$ cat config.mk
export PLATFORM = sky130hd
export DESIGN_NAME = optical_rx
export DESIGN_NICKNAME = d
export VERILOG_FILES = /design/src/rtl/optical_rx_pkg.sv /design/src/rtl/optical_rx_sync.sv /design/src/rtl/optical_rx.sv
export SDC_FILE = /design/constraint.sdc
export NUM_CORES = 1
export LEC_CHECK = 0
export ABC_AREA = 1
export CAP_MARGIN = 20
export CORE_MARGIN = 1
export CORE_UTILIZATION = 49
export CTS_CLUSTER_DIAMETER = 80
export DETAILED_ROUTE_END_ITERATION = 6
export PLACE_DENSITY = 0.73
export SYNTH_ARGS = -nofsm -noshare
export SYNTH_HDL_FRONTEND = slang
export SYNTH_SLANG_ARGS = --single-unit
$ cat constraint.sdc
create_clock -name clk -period 1.35 [get_ports clk]
set_clock_uncertainty 0.2 [all_clocks]
set_input_delay 0.27 -clock clk [delete_from_list [all_inputs] [get_ports clk]]
set_output_delay 0.27 -clock clk [all_outputs]
set_load 0.01 [all_outputs]
$ cat src/rtl/optical_rx_pkg.sv
// Shared frame constants and state encoding for the optical link receive path.
package optrx_pkg;

  typedef enum logic [1:0] {
    IDLE  = 2'd0,
    START = 2'd1,
    DATA  = 2'd2,
    STOP  = 2'd3
  } state_t;

  localparam logic LINE_IDLE  = 1'b0;
  localparam logic LINE_START = 1'b1;
  localparam logic LINE_STOP  = 1'b0;

  localparam int DATA_BITS  = 8;
  localparam int FRAME_BITS = DATA_BITS + 2;

endpackage

$ cat src/rtl/optical_rx_sync.sv
// Two-flop synchronizer for the raw optical line; also reports once the
// pipeline holds real line samples rather than its reset fill.
module rx_sync
  import optrx_pkg::*;
(
  input  logic clk,
  input  logic rst_n,
  input  logic d,
  output logic q,
  output logic filled
);

  logic [1:0] sync;
  logic [1:0] fill;

  always_ff @(posedge clk or negedge rst_n) begin
    if (!rst_n) begin
      sync <= {2{LINE_IDLE}};
      fill <= 2'b00;
    end else begin
      sync <= {sync[0], d};
      fill <= {fill[0], 1'b1};
    end
  end

  assign q      = sync[1];
  assign filled = fill[1];

endmodule

$ cat src/rtl/optical_rx.sv
// Oversampling receiver for the optical frame stream (idle low, start high,
// LSB-first data, stop low). Define OPTRX_MAJORITY_EN for 3-sample voting.
module optical_rx
  import optrx_pkg::*;
#(
  parameter int OVS    = 8,
  parameter int DATA_W = 8
) (
  input  logic              clk,
  input  logic              rst_n,
  input  logic              rx_in,
  output logic [DATA_W-1:0] data_out,
  output logic              data_valid,
  output logic              frame_err,
  output logic              busy
);

  localparam int CW = $clog2(OVS);
  localparam int BW = $clog2(DATA_W);
  localparam logic [CW-1:0] CYC_LAST = CW'(OVS - 1);
  localparam logic [BW-1:0] BIT_LAST = BW'(DATA_W - 1);

  logic              rx_s;
  logic              filled;
  logic              bit_val;
  state_t            state;
  logic [CW-1:0]     cyc_cnt;
  logic [BW-1:0]     bit_cnt;
  logic [DATA_W-1:0] shreg;
  logic              armed;

  rx_sync u_sync (
    .clk    (clk),
    .rst_n  (rst_n),
    .d      (rx_in),
    .q      (rx_s),
    .filled (filled)
  );

`ifdef OPTRX_MAJORITY_EN
  // Decisions land one cycle after the centre so all three votes are in hand.
  localparam logic [CW-1:0] CYC_CTR = CW'(OVS / 2);
  logic rx_d1, rx_d2;

  always_ff @(posedge clk or negedge rst_n) begin
    if (!rst_n) begin
      rx_d1 <= LINE_IDLE;
      rx_d2 <= LINE_IDLE;
    end else begin
      rx_d1 <= rx_s;
      rx_d2 <= rx_d1;
    end
  end

  assign bit_val = (rx_s & rx_d1) | (rx_s & rx_d2) | (rx_d1 & rx_d2);
`else
  localparam logic [CW-1:0] CYC_CTR = CW'(OVS / 2 - 1);
  assign bit_val = rx_s;
`endif

  always_ff @(posedge clk or negedge rst_n) begin
    if (!rst_n) begin
      state      <= IDLE;
      cyc_cnt    <= '0;
      bit_cnt    <= '0;
      shreg      <= '0;
      armed      <= 1'b0;
      data_out   <= '0;
      data_valid <= 1'b0;
      frame_err  <= 1'b0;
    end else begin
      data_valid <= 1'b0;
      frame_err  <= 1'b0;
      // Ignore the synchronizer's reset fill so a line held high at reset
      // release cannot arm the receiver.
      if (filled && rx_s == LINE_IDLE)
        armed <= 1'b1;

      case (state)
        IDLE: begin
          if (armed && rx_s == LINE_START) begin
            state   <= START;
            cyc_cnt <= '0;
          end
        end
        START: begin
          if (cyc_cnt == CYC_CTR) begin
            cyc_cnt <= '0;
            bit_cnt <= '0;
            state   <= (bit_val == LINE_START) ? DATA : IDLE;
          end else begin
            cyc_cnt <= cyc_cnt + CW'(1);
          end
        end
        DATA: begin
          if (cyc_cnt == CYC_LAST) begin
            cyc_cnt <= '0;
            shreg   <= {bit_val, shreg[DATA_W-1:1]};
            bit_cnt <= bit_cnt + BW'(1);
            if (bit_cnt == BIT_LAST)
              state <= STOP;
          end else begin
            cyc_cnt <= cyc_cnt + CW'(1);
          end
        end
        STOP: begin
          if (cyc_cnt == CYC_LAST) begin
            cyc_cnt <= '0;
            state   <= IDLE;
            if (bit_val == LINE_STOP) begin
              data_out   <= shreg;
              data_valid <= 1'b1;
            end else begin
              frame_err  <= 1'b1;
            end
          end else begin
            cyc_cnt <= cyc_cnt + CW'(1);
          end
        end
        default: state <= IDLE;
      endcase
    end
  end

  assign busy = (state != IDLE);

endmodule

==> results.md, run 1 <==
- Pwr per Cell Area: 1430 nW/um^2
- Leading cell types in the layout, fill and taps excluded: 31 x dfrtp_1, 22 x buf_4, 17 x o21ai_2
- Area of the mapped netlist: 1360 sq um
- CTS tree: built
- Initial Utilization: between 50% and 60%
- Die width: around 55 um
- Core footprint: about 2500 sq um
- Worst IR drop on VDD: 0.00140 V
- WL final: 3.29 mm
- Synth Area in Compound Gates: roughly 14%
- DIE AREA: around 3000 sq um
- Nets: about 190
- Final TNS setup: -2.09 ns
- Grt ovf: 0
- Synth Area in Adders: under 10%
- Seq/Total Area, Yosys: between 50% and 60%
- Failing checks: negative setup slack
- Worst R2R Start: cyc_cnt[1]
- Worst hold-check path type: primary input to async pin
- Post-Synth XOR/XNOR Area: 0%
- Min Tclk post-route: about 1.5 ns
- Synth area leader: dfrtp_1
- Mapped Nets: 139
- Layout cell share with drive strength beyond 1: roughly 60%
- CTS clk-pin slew, worst paths: around 0.10 ns
- Slew Viols, Final: 0
- Post-DRT Antenna Nets: 0
- DR WL/cell: 15.6 um
- Power, Total: between 0.002 and 0.003 W
- First-pass GRT wire length: between 4 and 5 mm
- HPWL Detailed: roughly 1.5 mm
- Critical path startpoint category: register
- Main combinational cell family by area after synthesis: simple AND/OR/NAND/NOR gates
- Non-Filler Instances: approximately 210
- Gate count of the mapped netlist: approximately 130
- Final setup viols: 25
- Via count: ~1100
- Bufs on Longest Clock Path: 2
- Arrival @ worst endpoint: about 1.5 ns
- R2R Setup Slk: -0.17 ns
- Mean Syn Cell Area: ~10 sq um
- Clk root buf: clkbuf_4
- Setup CP Type: register to register
- Cts hold-fix bufs: 0
- Row cnt: 18
- RSZ-0062 raised after global routing: yes
- Status: finished with violations
- Placed cell count: between 150 and 200
- Synth area leaders: dfrtp_1 57%, o21ai_2 10%, nand2_1 9.4%
- P_leak: 0.975 nW
- Vias in the first global route: slightly above 1000
- Die H: ~55 um
- Vias per cell: about 5.2
- Yosys warns: 0
- Worst Setup Slack, final: -0.168 ns
- Detailed Route Iter0 Violations: 26
- Fmax: 659 MHz
- Post-route clock period utilization: 112%
- Port bufs: 13
- Mux contribution to synthesized area: 0%
- Final Hold Viols: 0
- Util after Layout: between 70 and 80%
- GP Congestion: around 0.8
- Sink Count: 31
- I/O Pins: 14
- Commonest non-fill, non-tap cell in the layout: dfrtp_1
- Share of the synthesized area in the top cell type: 57.0%
- ANT cells: 0
- Count of different cell masters after synthesis: 24
- H-tree levels: 2
- Worst EP required: about 1.4 ns
- Worst Setup End Kind: register
- Num CTS Buffers: 5
- Initial antenna violation count: 0
- CP max FO: 3
- Drt drc: 0
- Clk_lat worst skew: 0.34 ns
- Max-Cap Viols: 0
- Total GRT Usage: approximately a quarter
- DR pass1 iterations: 4
- #FFs+latches synth: 31
- Post-synthesis simple-gate area fraction: ~17%
- Worst slack, placed: -0.139 ns
- Area growth syn-to-layout: 49.2%
- Largest net degree at the start of global routing: 32
- Reg2Reg Depth: 9
-- flip-flops by register name (all words and copies together) (netlist names), named ones only --
register / cells
armed: 1
bit_cnt: 3
cyc_cnt: 3
data_out: 8
data_valid: 1
frame_err: 1
shreg: 8
state: 1
u_sync.fill: 2
u_sync.sync: 2
-- metal layers --
layer,wire (um),vias to the layer above,track usage (%)
met1,1400,552,30.2
met5,0,-,0
li1,-,515,-
met3,120,10,7.78
met4,66,0,7.69
met2,1710,24,38.8
-- power breakdown --
group	internal [W]	switching, W	total (W)
sequential	0.00102	0.0000878	0.00111
combinational	0.000598	0.000684	0.00128
clock	0.000203	0.000305	0.000508
total	0.00182	0.00108	0.00290
-- synth_stat cells --
| master | number |
|---|---|
| nand2_2 | 4 |
| inv_1 | 14 |
| dfrtp_1 | 31 |
| inv_2 | 5 |
| nor2_1 | 2 |
| a22oi_1 | 1 |
| nand3_4 | 1 |
| o21ai_2 | 16 |
| a22o_1 | 1 |
| conb_1 | 1 |
| nor3_1 | 1 |
| nand4_1 | 1 |
| o211ai_1 | 1 |
| o21ai_1 | 1 |
| a21o_1 | 1 |
| nand2_1 | 34 |
| buf_6 | 2 |
| ha_1 | 5 |
| nand3_1 | 4 |
| a31oi_1 | 1 |
| nor2_2 | 1 |
| nand2_4 | 1 |
| nor2_4 | 1 |
| a21oi_1 | 1 |
-- stage by stage --
step	hold WS, ns	cell area, sq um
final	0.0876	2030
after global routing	0.0896	2030
after CTS	0.0926	1930
after detailed placement	0.139	1650
after global placement	0.138	1650
after floorplan	-0.226	1380
-- worst max path at each step --
stage,startpoint,to,slack (ns)
finish,cyc_cnt[1],register,-0.17
global route,cyc_cnt[1],register,-0.30
CTS,state[0],busy,-0.16
detailed placement,register,busy,-0.14
global placement,register,busy,-0.13
floorplan,bit_cnt[0],register,-0.07
-- worst max-delay path, cell delays in order, from the launching register on --
cell and delay, ns:
dfrtp_1 0.42, ha_4 0.18, buf_4 0.10, nand3_2 0.06
nand2_2 0.10, inv_2 0.05, nor2_4 0.08, nand3_1 0.09
nand2_1 0.08, nand2_1 0.05
-- final cells by class --
type                       count  area [sq um]
sequential                    31           776
multi-input combinational     80           682
fill                         156           514
timing repair buffer          43           402
inverter                      19          83.8
clock buffer                   7          45.0
tap                           30          37.5
clock inverter                 1          5.00
-- kinds of logic after synthesis --
| kind of cell | after synthesis |
|---|---|
| DFF | 31 |
| adders and majority gates | 5 |
| other | 1 |
| and+or+nand+nor | 50 |
| AOI/OAI and AO/OA | 23 |
| buffers and inverters | 21 |
-- what timing repair did --
| action | 4_1_cts | 5_1_grt |
|---|---|---|
| endpoints found under the setup margin | 34 | 33 |
| pin swaps | 9 | 9 |
| gates resized for setup | 81 | 15 |
| buffers inserted | 9 | 5 |
| gates cloned | 3 | 0 |
Power figures use the tool's default switching activity.
==> run 2, diff against run 1 <==
--- a/config.mk
+++ b/config.mk
@@ -15,3 +15,4 @@
 export SYNTH_ARGS = -nofsm -noshare
 export SYNTH_HDL_FRONTEND = slang
 export SYNTH_SLANG_ARGS = --single-unit
+export TNS_END_PERCENT = 10
==> run 2 against run 1 <==
The flow still finishes with violations (negative setup slack). Clock-buffer cell count shrank 1. Largest power group unchanged. Flip-flop and latch count is the same. Wire length shrank 24%. Sequential share of layout area grew 5.2 points. Register-to-register slack gained 0.04 ns. Worst hold slack gained 0.015 ns. Critical path type is now register to primary output. Global-route usage shrank 5.6 points. First-iteration DRC count shrank 54%. Combinational power shrank 13%. Setup slack gained 0.0073 ns.
==> results.md, run 2 (synthesized netlist as in run 1, its figures left out) <==
- Crit-path max cell delay: ~0.41 ns
- First-pass GRT wire length: between 3 and 4 mm
- Routed length on met2: between 1 and 1.5 mm
- Slowest library cell on the worst path: dfrtp_1
- Cts hold-fix bufs: 0
- Util after Layout: around 70%
- Buffers & Inverters on Critical Path: 2
- Final setup viols: 24
- GP Congestion: around 0.76
- Worst EP required: just under 0.9 ns
- Critical path startpoint category: register
- HPWL Detailed: roughly 1.6 mm
- WL final: 2.50 mm
- Vias per cell: between 4 and 5
- Vias in the first global route: approximately 900
- Max-Cap Viols: 0
- ANT cells: 0
- Worst Setup End Kind: primary output
- Row cnt: 18
- Post-route clock period utilization: 112%
- CP max FO: 2
- DR WL/cell: about 13 um
- Total GRT Usage: about 18%
- Failing checks: negative setup slack
- Fmax: around 660 MHz
- DIE AREA: approximately 3000 sq um
- Num CTS Buffers: 5
- Core footprint: 2540 sq um
- Initial Utilization: 53.5%
- Largest net degree at the start of global routing: 32
- Slew Viols, Final: 0
- Post-DRT Antenna Nets: 0
- RSZ-0062 raised after global routing: yes
- Arrival @ worst endpoint: about 1.0 ns
- Port bufs: 13
- Final Hold Viols: 0
- Grt ovf: 0
- Cells along the critical path: nor2_2, inv_2, buf_6
- Via count: 971
- Pwr per Cell Area: between 1500 and 2000 nW/um^2
- Largest regs: data_out x8, shreg x8
- Clk_lat worst skew: 0.33 ns
- Detailed Route Iter0 Violations: 12
- Initial antenna violation count: 0
- P_leak: between 0.8 and 0.9 nW
- H-tree levels: 2
- Hold slack: between 0.1 and 0.15 ns
- Sink Count: 31
- Min Tclk post-route: about 1.5 ns
- Filler cell count: 190
- Worst Setup Slack, final: -0.161 ns
- FF/Latch Area: roughly 780 sq um
- Top sig layer: met4
- I/O Pins: 14
- Die width: around 55 um
- Met1 wire length: approximately 1.1 mm
- Status: finished with violations
- Bufs on Longest Clock Path: 2
- CTS tree: built
- Die H: roughly 55 um
- Worst hold-check path type: primary input to async pin
- Drt drc: 0
- Setup CP Type: register to primary output
- Clk root buf: clkbuf_4
- DR pass1 iterations: 4
- Area growth syn-to-layout: 31.3%
- CTS clk-pin slew, worst paths: 0.09 ns
- Power, Total: between 0.002 and 0.003 W
- Met3 routed WL: around 110 um
- Delay-heaviest family, CP: flip-flops
- Multi-input gate area: 586 sq um
- Nets: around 170
- Leading cell types in the layout, fill and taps excluded: 31 x nand2_1, 31 x dfrtp_1, 17 x o21ai_2
- Worst IR drop on VDD: 0.00121 V
- Layout cell share with drive strength beyond 1: a little under half
## run 2: per-layer routing
| layer | track usage, % | vias up |
|---|---|---|
| met2 | 26.7 | 16 |
| li1 | - | 487 |
| met1 | 22.3 | 466 |
| met5 | 0 | - |
| met3 | 10.0 | 2 |
| met4 | 7.69 | 0 |
## run 2: area by class of cell
type / instances / share of cell area [%]
clock buffers: 6 / 2.31
flip-flops and latches: 31 / 43.4
repair buffers: 30 / 13.5
clock inverters: 1 / 1.68
well taps: 30 / 2.10
inverters: 19 / 4.27
multi-input cells: 79 / 32.8
## run 2: report_power, final
| group | leakage (nW) | switching [W] | internal (W) |
|---|---|---|---|
| registers | 0.410 | 0.0000841 | 0.00102 |
| logic | 0.447 | 0.000573 | 0.000550 |
| clock network | 0.0383 | 0.000299 | 0.000381 |
## run 2: per-stage QoR
| step | instance area [sq um] | setup TNS (ns) | std cells | setup WS (ns) |
|---|---|---|---|---|
| 2_1_floorplan | 1370 | -0.438 | 131 | -0.0655 |
| 3_3_place_gp | 1650 | -1.34 | 186 | -0.128 |
| 3_5_place_dp | 1650 | -2.14 | 186 | -0.148 |
| 4_1_cts | 1690 | -1.43 | 194 | -0.172 |
| 5_1_grt | 1790 | -4.16 | 196 | -0.252 |
| 6_report | 1790 | -1.87 | 196 | -0.161 |
## run 2: worst register-to-register path, cell delays in order, from the launching register on
cell	delay, ns
dfrtp_1	0.42
ha_4	0.19
nand2_4	0.07
inv_4	0.09
nand3_4	0.20
nand2_1	0.15
o21ai_2	0.06
## run 2: timing repair
item / CTS / global route
resized for setup: 48 / 17
endpoints found under the setup margin: 34 / 35
cloned: 0 / 0
pin swaps: 4 / 5
setup buffers: 1 / 2
## run 2: final timing paths
kind | start | to | slack [ns] | cells after the start
worst max-delay path | register | busy | -0.16 | 3
max in group asynchronous | rst_n | data_out[7] | 0.68 | 2
worst min-delay path | rst_n | shreg[3] | 0.10 | 2
worst min register to register | u_sync.sync[0] | u_sync.sync[1] | 0.15 | 0
worst max register to register | cyc_cnt[0] | data_out[1] | -0.13 | 6
min in group clk | u_sync.sync[0] | u_sync.sync[1] | 0.15 | 0
